[src/rtl/sccb_write_arbiter.sv]
// rtl/sccb_write_arbiter.sv - round-robin arbiter sharing one SCCB write controller
// Retries NACKed writes, aborts writes whose END never arrives.
module sccb_write_arbiter #(
  parameter int N_REQ     = 2,
  parameter int MAX_RETRY = 3,
  parameter int TIMEOUT   = 1024
) (
  input  logic                iCLK,
  input  logic                iRST_N,
  input  logic [N_REQ-1:0]    iREQ,
  input  logic [24*N_REQ-1:0] iREQ_DATA,
  output logic [N_REQ-1:0]    oDONE,
  output logic [N_REQ-1:0]    oERR,
  output logic                oBUSY,
  output logic [23:0]         oI2C_DATA,
  output logic                oI2C_GO,
  input  logic                iI2C_END,
  input  logic                iI2C_ACK
);

  localparam int GW = (N_REQ > 1) ? $clog2(N_REQ) : 1;
  localparam int TW = $clog2(TIMEOUT) + 1;

  typedef enum logic [1:0] {S_IDLE, S_WAIT_END, S_RELEASE} state_t;

  state_t           r_state, w_state;
  logic [GW-1:0]    r_last_gnt, w_last_gnt;
  logic [3:0]       r_retry_cnt, w_retry_cnt;
  logic [TW-1:0]    r_tmo_cnt, w_tmo_cnt;
  logic             r_nack, w_nack;
  logic             r_tmo, w_tmo;
  logic [N_REQ-1:0] r_done, w_done;
  logic [N_REQ-1:0] r_err, w_err;
  logic             r_go, w_go;
  logic [23:0]      r_data, w_data;

  logic [N_REQ-1:0] w_req_eff;
  logic             w_any;
  logic [GW-1:0]    w_winner;
  logic [23:0]      w_win_data;
  logic [GW-1:0]    w_idx;
  int               w_sum;

  // The requester just served is masked during its pulse cycle so it
  // cannot be re-granted before it has had a chance to drop iREQ.
  always_comb begin
    w_req_eff = iREQ;
    if (|(r_done | r_err))
      w_req_eff = iREQ & ~(N_REQ'(1) << r_last_gnt);
    w_any      = |w_req_eff;
    w_winner   = r_last_gnt;
    w_win_data = '0;
    w_sum      = 0;
    w_idx      = '0;
    // Scan backwards so the candidate closest after last_gnt is written last.
    for (int i = N_REQ; i >= 1; i--) begin
      w_sum = int'(r_last_gnt) + i;
      if (w_sum >= N_REQ)
        w_sum = w_sum - N_REQ;
      w_idx = w_sum[GW-1:0];
      if (w_req_eff[w_idx]) begin
        w_winner   = w_idx;
        w_win_data = iREQ_DATA[24*w_sum +: 24];
      end
    end
  end

  always_comb begin
    w_state     = r_state;
    w_last_gnt  = r_last_gnt;
    w_retry_cnt = r_retry_cnt;
    w_tmo_cnt   = r_tmo_cnt;
    w_nack      = r_nack;
    w_tmo       = r_tmo;
    w_done      = '0;
    w_err       = '0;
    w_go        = r_go;
    w_data      = r_data;
    case (r_state)
      S_IDLE: begin
        if (w_any) begin
          w_data      = w_win_data;
          w_last_gnt  = w_winner;
          w_go        = 1'b1;
          w_retry_cnt = '0;
          w_tmo_cnt   = '0;
          w_state     = S_WAIT_END;
        end
      end
      S_WAIT_END: begin
        if (iI2C_END) begin
          w_go    = 1'b0;
          w_nack  = iI2C_ACK;
          w_tmo   = 1'b0;
          w_state = S_RELEASE;
        end else if (r_tmo_cnt == TW'(TIMEOUT - 1)) begin
          w_go    = 1'b0;
          w_tmo   = 1'b1;
          w_state = S_RELEASE;
        end else begin
          w_tmo_cnt = r_tmo_cnt + TW'(1);
        end
      end
      S_RELEASE: begin
        // The controller must see GO low and drop END before the next GO.
        if (!iI2C_END) begin
          if (r_tmo) begin
            w_err   = N_REQ'(1) << r_last_gnt;
            w_state = S_IDLE;
          end else if (!r_nack) begin
            w_done  = N_REQ'(1) << r_last_gnt;
            w_state = S_IDLE;
          end else if (r_retry_cnt < 4'(MAX_RETRY)) begin
            w_retry_cnt = r_retry_cnt + 4'd1;
            w_tmo_cnt   = '0;
            w_go        = 1'b1;
            w_state     = S_WAIT_END;
          end else begin
            w_err   = N_REQ'(1) << r_last_gnt;
            w_state = S_IDLE;
          end
        end
      end
      default: w_state = S_IDLE;
    endcase
  end

  always_ff @(posedge iCLK or negedge iRST_N) begin
    if (!iRST_N) begin
      r_state     <= S_IDLE;
      r_last_gnt  <= GW'(N_REQ - 1);
      r_retry_cnt <= '0;
      r_tmo_cnt   <= '0;
      r_nack      <= 1'b0;
      r_tmo       <= 1'b0;
      r_done      <= '0;
      r_err       <= '0;
      r_go        <= 1'b0;
      r_data      <= '0;
    end else begin
      r_state     <= w_state;
      r_last_gnt  <= w_last_gnt;
      r_retry_cnt <= w_retry_cnt;
      r_tmo_cnt   <= w_tmo_cnt;
      r_nack      <= w_nack;
      r_tmo       <= w_tmo;
      r_done      <= w_done;
      r_err       <= w_err;
      r_go        <= w_go;
      r_data      <= w_data;
    end
  end

  assign oDONE     = r_done;
  assign oERR      = r_err;
  assign oBUSY     = (r_state != S_IDLE);
  assign oI2C_GO   = r_go;
  assign oI2C_DATA = r_data;

endmodule

[config.mk]
export PLATFORM = sky130hd
export DESIGN_NAME = sccb_write_arbiter
export DESIGN_NICKNAME = d
export VERILOG_FILES = /design/src/rtl/sccb_write_arbiter.sv
export SDC_FILE = /design/constraint.sdc
export NUM_CORES = 1
export LEC_CHECK = 0
export CORE_MARGIN = 2
export CORE_UTILIZATION = 52
export CTS_CLUSTER_DIAMETER = 40
export DETAILED_ROUTE_END_ITERATION = 7
export GPL_TIMING_DRIVEN = 0
export PLACE_DENSITY = 0.86
export REMOVE_ABC_BUFFERS = 1
export SYNTH_ARGS = -nofsm -noshare
export SYNTH_HDL_FRONTEND = slang
export SYNTH_SLANG_ARGS = --single-unit
[constraint.sdc]
create_clock -name iCLK -period 3.43 [get_ports iCLK]
set_input_delay 0.5145 -clock iCLK [delete_from_list [all_inputs] [get_ports iCLK]]
set_output_delay 0.5145 -clock iCLK [all_outputs]
set_load 0.01 [all_outputs]
; Yosys cells after proc, flatten, opt, wreduce, memory -nomap -nowiden
; Cells that the tools add are included.
[word_totals]
reg_bits = 49
input_bits = 54
out_inout_bits = 30
elab_cells = 108
[op_classes]
add_sub_neg = 6
multipliers = 2
n_lt_le_gt_ge = 5
n_eq_ne = 11
n_shift = 3
n_mux = 52
bitwise_logic = 3
n_reduce_logical = 16
[op_table]
columns = cell, n
row1 = $shiftx 48x32->24, 2
row2 = $mux 11, 7
row3 = $mul 3x32->29 const A, 2
row4 = $mux 32, 2
row5 = $mux 24, 2
row6 = $pmux 11 s3, 1
row7 = $mux 2, 14
row8 = $mux 4, 5
row9 = $mux 1, 18
row10 = $ne 2x2->1 const B, 7
row11 = $add 11x1->11 const B, 1
row12 = $eq 11x10->1 const B, 1
row13 = $pmux 4 s2, 1
row14 = $reduce_and 8->1, 1
row15 = $reduce_bool 2->1, 4
row16 = $reduce_and 7->1, 1
row17 = $pmux 2 s3, 1
row18 = $reduce_and 2->1, 3
row19 = $reduce_and 3->1, 2
row20 = $reduce_and 6->1, 1
row21 = $add 4x1->4 const B, 1
row22 = $lt 1x2->1 const B, 2
row23 = $lt 4x2->1 const B, 1
row24 = $reduce_or 2->1, 2
row25 = other kinds (16), 16

; Logic depth before layout (Yosys ltp)
[logic_depth]
word_depth = 8
ltp_mapped = 8
ltp_nobuf = 7

; Least setup slack after synthesis
; No wires, ideal clock.
[synth_timing]
path_type = register to register
start = register r_err[0] (netlist: oERR[0])
end = register r_retry_cnt[0]
setup_time_ns = 0.128
arrival_ns = 1.792
required_time_ns = 3.302
slack_ns = 1.510
path_stages_with_launch = 7
n_path_buf = 1
synth_period_minus_slack_ns = 1.920
cell_sequence = dfrtp_1 or4_4 buf_6 a31oi_4 nand3_2 nor2_4 mux2_1
[synth_between]
elab_chain_cells = 6
[synth_rtl]
columns = item, line_no
row1 = from (decl), 33  ; logic [N_REQ-1:0] r_err, w_err;
row2 = from (signal assigned), 148  ; r_err <= w_err;
row3 = $or 2x2->2, 48  ; if (|(r_done | r_err))
row4 = $reduce_or 2->1, 48
row5 = $mux 2, 48
row6 = $reduce_or 2->1, 50  ; w_any = |w_req_eff;
row7 = $ne 2x2->1 (no source line), --
row8 = $reduce_and 6->1 (no source line), --
row9 = to (signal assigned), 143  ; r_retry_cnt <= w_retry_cnt;
row10 = to (decl), 28  ; logic [3:0] r_retry_cnt, w_retry_cnt;
; Every way passes these cells.
; A chain may end at the register's enable or synchronous reset.

; Worst setup path after layout
[layout_timing]
start = register r_last_gnt
end = register r_data[17] (netlist: oI2C_DATA[17])
[layout_between]
elab_chain_cells = 8
[layout_rtl]
columns = item, line_no
row1 = from (decl), 27  ; logic [GW-1:0] r_last_gnt, w_last_gnt;
row2 = from (signal assigned), 131  ; r_last_gnt <= GW'(N_REQ - 1);
row3 = from (signal assigned), 142  ; r_last_gnt <= w_last_gnt;
row4 = branches (longest 8 deep; another with $mul 3x32->29), --
row5 = to (signal assigned), 150  ; r_data <= w_data;
row6 = to (decl), 35  ; logic [23:0] r_data, w_data;
; Parallel ways; which one is timed is not known. The select of a mux whose other input is x is not followed.

==> results.cfg <==
[synthesis]
synth_top_family_by_area = compound AO/OA/AOI/OAI gates
synth_compound_area_share_pct = 21.3
synth_edf_count = 0
synthXorXnorAreaFrac_pct = 0
ys_async_sr_fraction_pct = 100
netlist_area_mm2 = 0.00298
synth.area.top_cells = dfrtp_1, mux2_2, a21oi_1
synth_top_area_cell = dfrtp_1
ys_ff_latch = 49
synth_simple_gate_area_share_pct = 20.2
yosys.area_share.adder_pct = 0.839
synth-seq-area-share_pct = 41.1
synth_mux_area_share_pct = 11.5
synthFlopType = dfrtp_1
synth_top_cell_area_share_pct = 40.3
ys_warn_count = 0
ys_types = 49
syn_inst = 344
syn_area_per_cell_um2 = 8.67

[die]
start_util_pct = 53.9
io_pins = 84
die-area_mm2 = 0.00636
die_h_um = 79.8
core_mm2 = 0.00554
std_cell_rows = 27
die_width_um = 79.8

[sta]
finalCritPeriodShare_pct = 87.2
max_freq_mhz = 334
hold_viol = 0
setup_viol = 0
timing.max_slew.rel_slack_pct = 7.79
rsz0062_at_grt = no
fin_crit_ns = 2.99
worst_slew_pin_slew_ns = 1.38
holdWs_ns = 0.105
finalMaxSlewViolations = 0
setup_tns_ns = 0
finClkSkew_ns = 0.00833

[setup_path]
cp-start-kind = flop
crit_buf_inv = 0
required_ns = 3.65
cpLargestDelayFamily = flip-flops
crit_slowest_cell = dfstp_2
critPathKind = flop to flop
arrival_ns = 3.21
cpPeakStageDelay_ns = 1.02
crit_path_end_kind = flop
worst-path-max-fanout = 33
crit_path_frequent_cell = a21oi_1
r2r-start = r_last_gnt
startpoint = r_last_gnt
crit_chain = mux2_2, and2_1, a21oi_1, a21oi_1

[cells_and_area]
drive_above_1_share_pct = 11.4
areaGrowthSynthToFinish_pct = 31.2
num_antenna_cells = 0
fin_nets = 467
utilization_pct = 70.7
layout.cells.most_common = clkdlybuf4s50_1
mostFrequentLayoutCells = clkdlybuf4s50_1, nand2_1, a21oi_1

[global_route]
grt_use_total_pct = 26.1
gr-total-overflow = 0
grt_pass1_vias = 2713
grt_pass1_wl_um = 13000
use_met3_pct = 3.51
grt_max_degree = 48
gr-usage-met1_pct = 32.4
grtUsageMet2_pct = 45.7
antenna_found_initial = 0
grt-busiest-layer = met2

[flow_run]
maxCapViolCount = 0

[power]
ir_drop_mv = 0.450
leakagePower_nw = 1.53
powerDensity_mw_per_mm2 = 762

[run_status]
status = complete, no violations

[clock_network]
hold_buffers = 0
clock-sinks = 49
cts_max_level = 2
numCtsBuffers = 5
cts_buffer_depth = 2
root_buffer = clkbuf_8
cts_resized = 0
cts_setup_buffers = 0
clock_latency_ns = 0.31
cts_tree = yes
clkSlewWorstSetupHoldPaths_ns = 0.10

[route]
post_drt_wl_per_cell_um = 16.4
postRouteAntennaNets = 0
first_pass_iters = 4
via_count = 2801
drt_iter0_markers = 175
finalWirelength_um = 7920
avgViaCountPerCell = 5.79
drc = 0

[placed_design]
place_congestion = 0.837
io_buffers = 83
hpwl_um = 5420

[worst_hold_path]
hold_path.class = primary input to async pin
-- worst paths after layout --
kind / to / slack [ns] / cells after the start
min reg2reg: oI2C_DATA[22] / 0.51 / 2
min in group iCLK: oI2C_DATA[22] / 0.51 / 2
min: oI2C_DATA[12] / 0.10 / 1
max in group asynchronous: r_last_gnt / 2.77 / 2
max: oI2C_DATA[17] / 0.44 / 4
max reg2reg: oI2C_DATA[17] / 0.44 / 4
-- sequential cells by signal, summed over array words and instances, names as in the netlist --
name and flops:
oI2C_GO 1, oDONE 2, r_last_gnt 1, r_nack 1
r_state 2, oI2C_DATA 24, oERR 2, r_tmo 1
r_tmo_cnt 11, r_retry_cnt 4
-- through the flow --
step	worst slack, ns	cell area, µm²	std cells	total power, mW
2_1_floorplan	1.00	2860	320	1.90
3_3_place_gp	0.396	3780	475	2.49
3_5_place_dp	0.463	3800	476	2.56
4_1_cts	0.490	3920	484	2.99
5_1_grt	0.265	3920	484	3.20
6_report	0.439	3920	484	2.98
-- synth_stat cells (all sizes together) (3+ instances only) --
| cell type | instances |
|---|---|
| clkbuf | 14 |
| nor3 | 8 |
| dfrtp | 48 |
| nand2 | 55 |
| a21o | 3 |
| nor2 | 34 |
| nand3 | 11 |
| a31oi | 6 |
| a21oi | 52 |
| o31ai | 3 |
| inv | 8 |
| a211oi | 23 |
| mux2 | 27 |
| mux2i | 4 |
| nor2b | 5 |
| buf | 10 |
| o21ai | 6 |
-- kinds of logic (layout without fill, tap and decap cells) --
logic type / after synthesis / after routing
flops: 49 / 49
simple gates: 129 / 129
fa+ha+maj: 2 / 2
compound gates: 101 / 101
mux: 31 / 31
buf+inv: 32 / 100
-- cell type report --
cell class                 instances  area [µm²]
fill                             421        1630
multi-input combinational        263        1610
sequential                        49        1230
timing repair buffer              84         846
tap                               72        90.1
clock buffer                       5        68.8
clock inverter                     3        46.3
inverter                           8        30.0
-- per-layer routing --
metal	up-vias	part of all wire, %
met5	-	0
met4	0	2.7
met3	19	4.5
met2	97	52
met1	1325	41
li1	1360	-
-- power by group --
part           internal [mW]  switching, mW  total [mW]
Sequential             0.805          0.242        1.05
Clock                  0.219          0.207       0.425
Combinational          0.745          0.766        1.51
Total                   1.77           1.22        2.98
No activity file was read; power rests on OpenSTA's default activity.
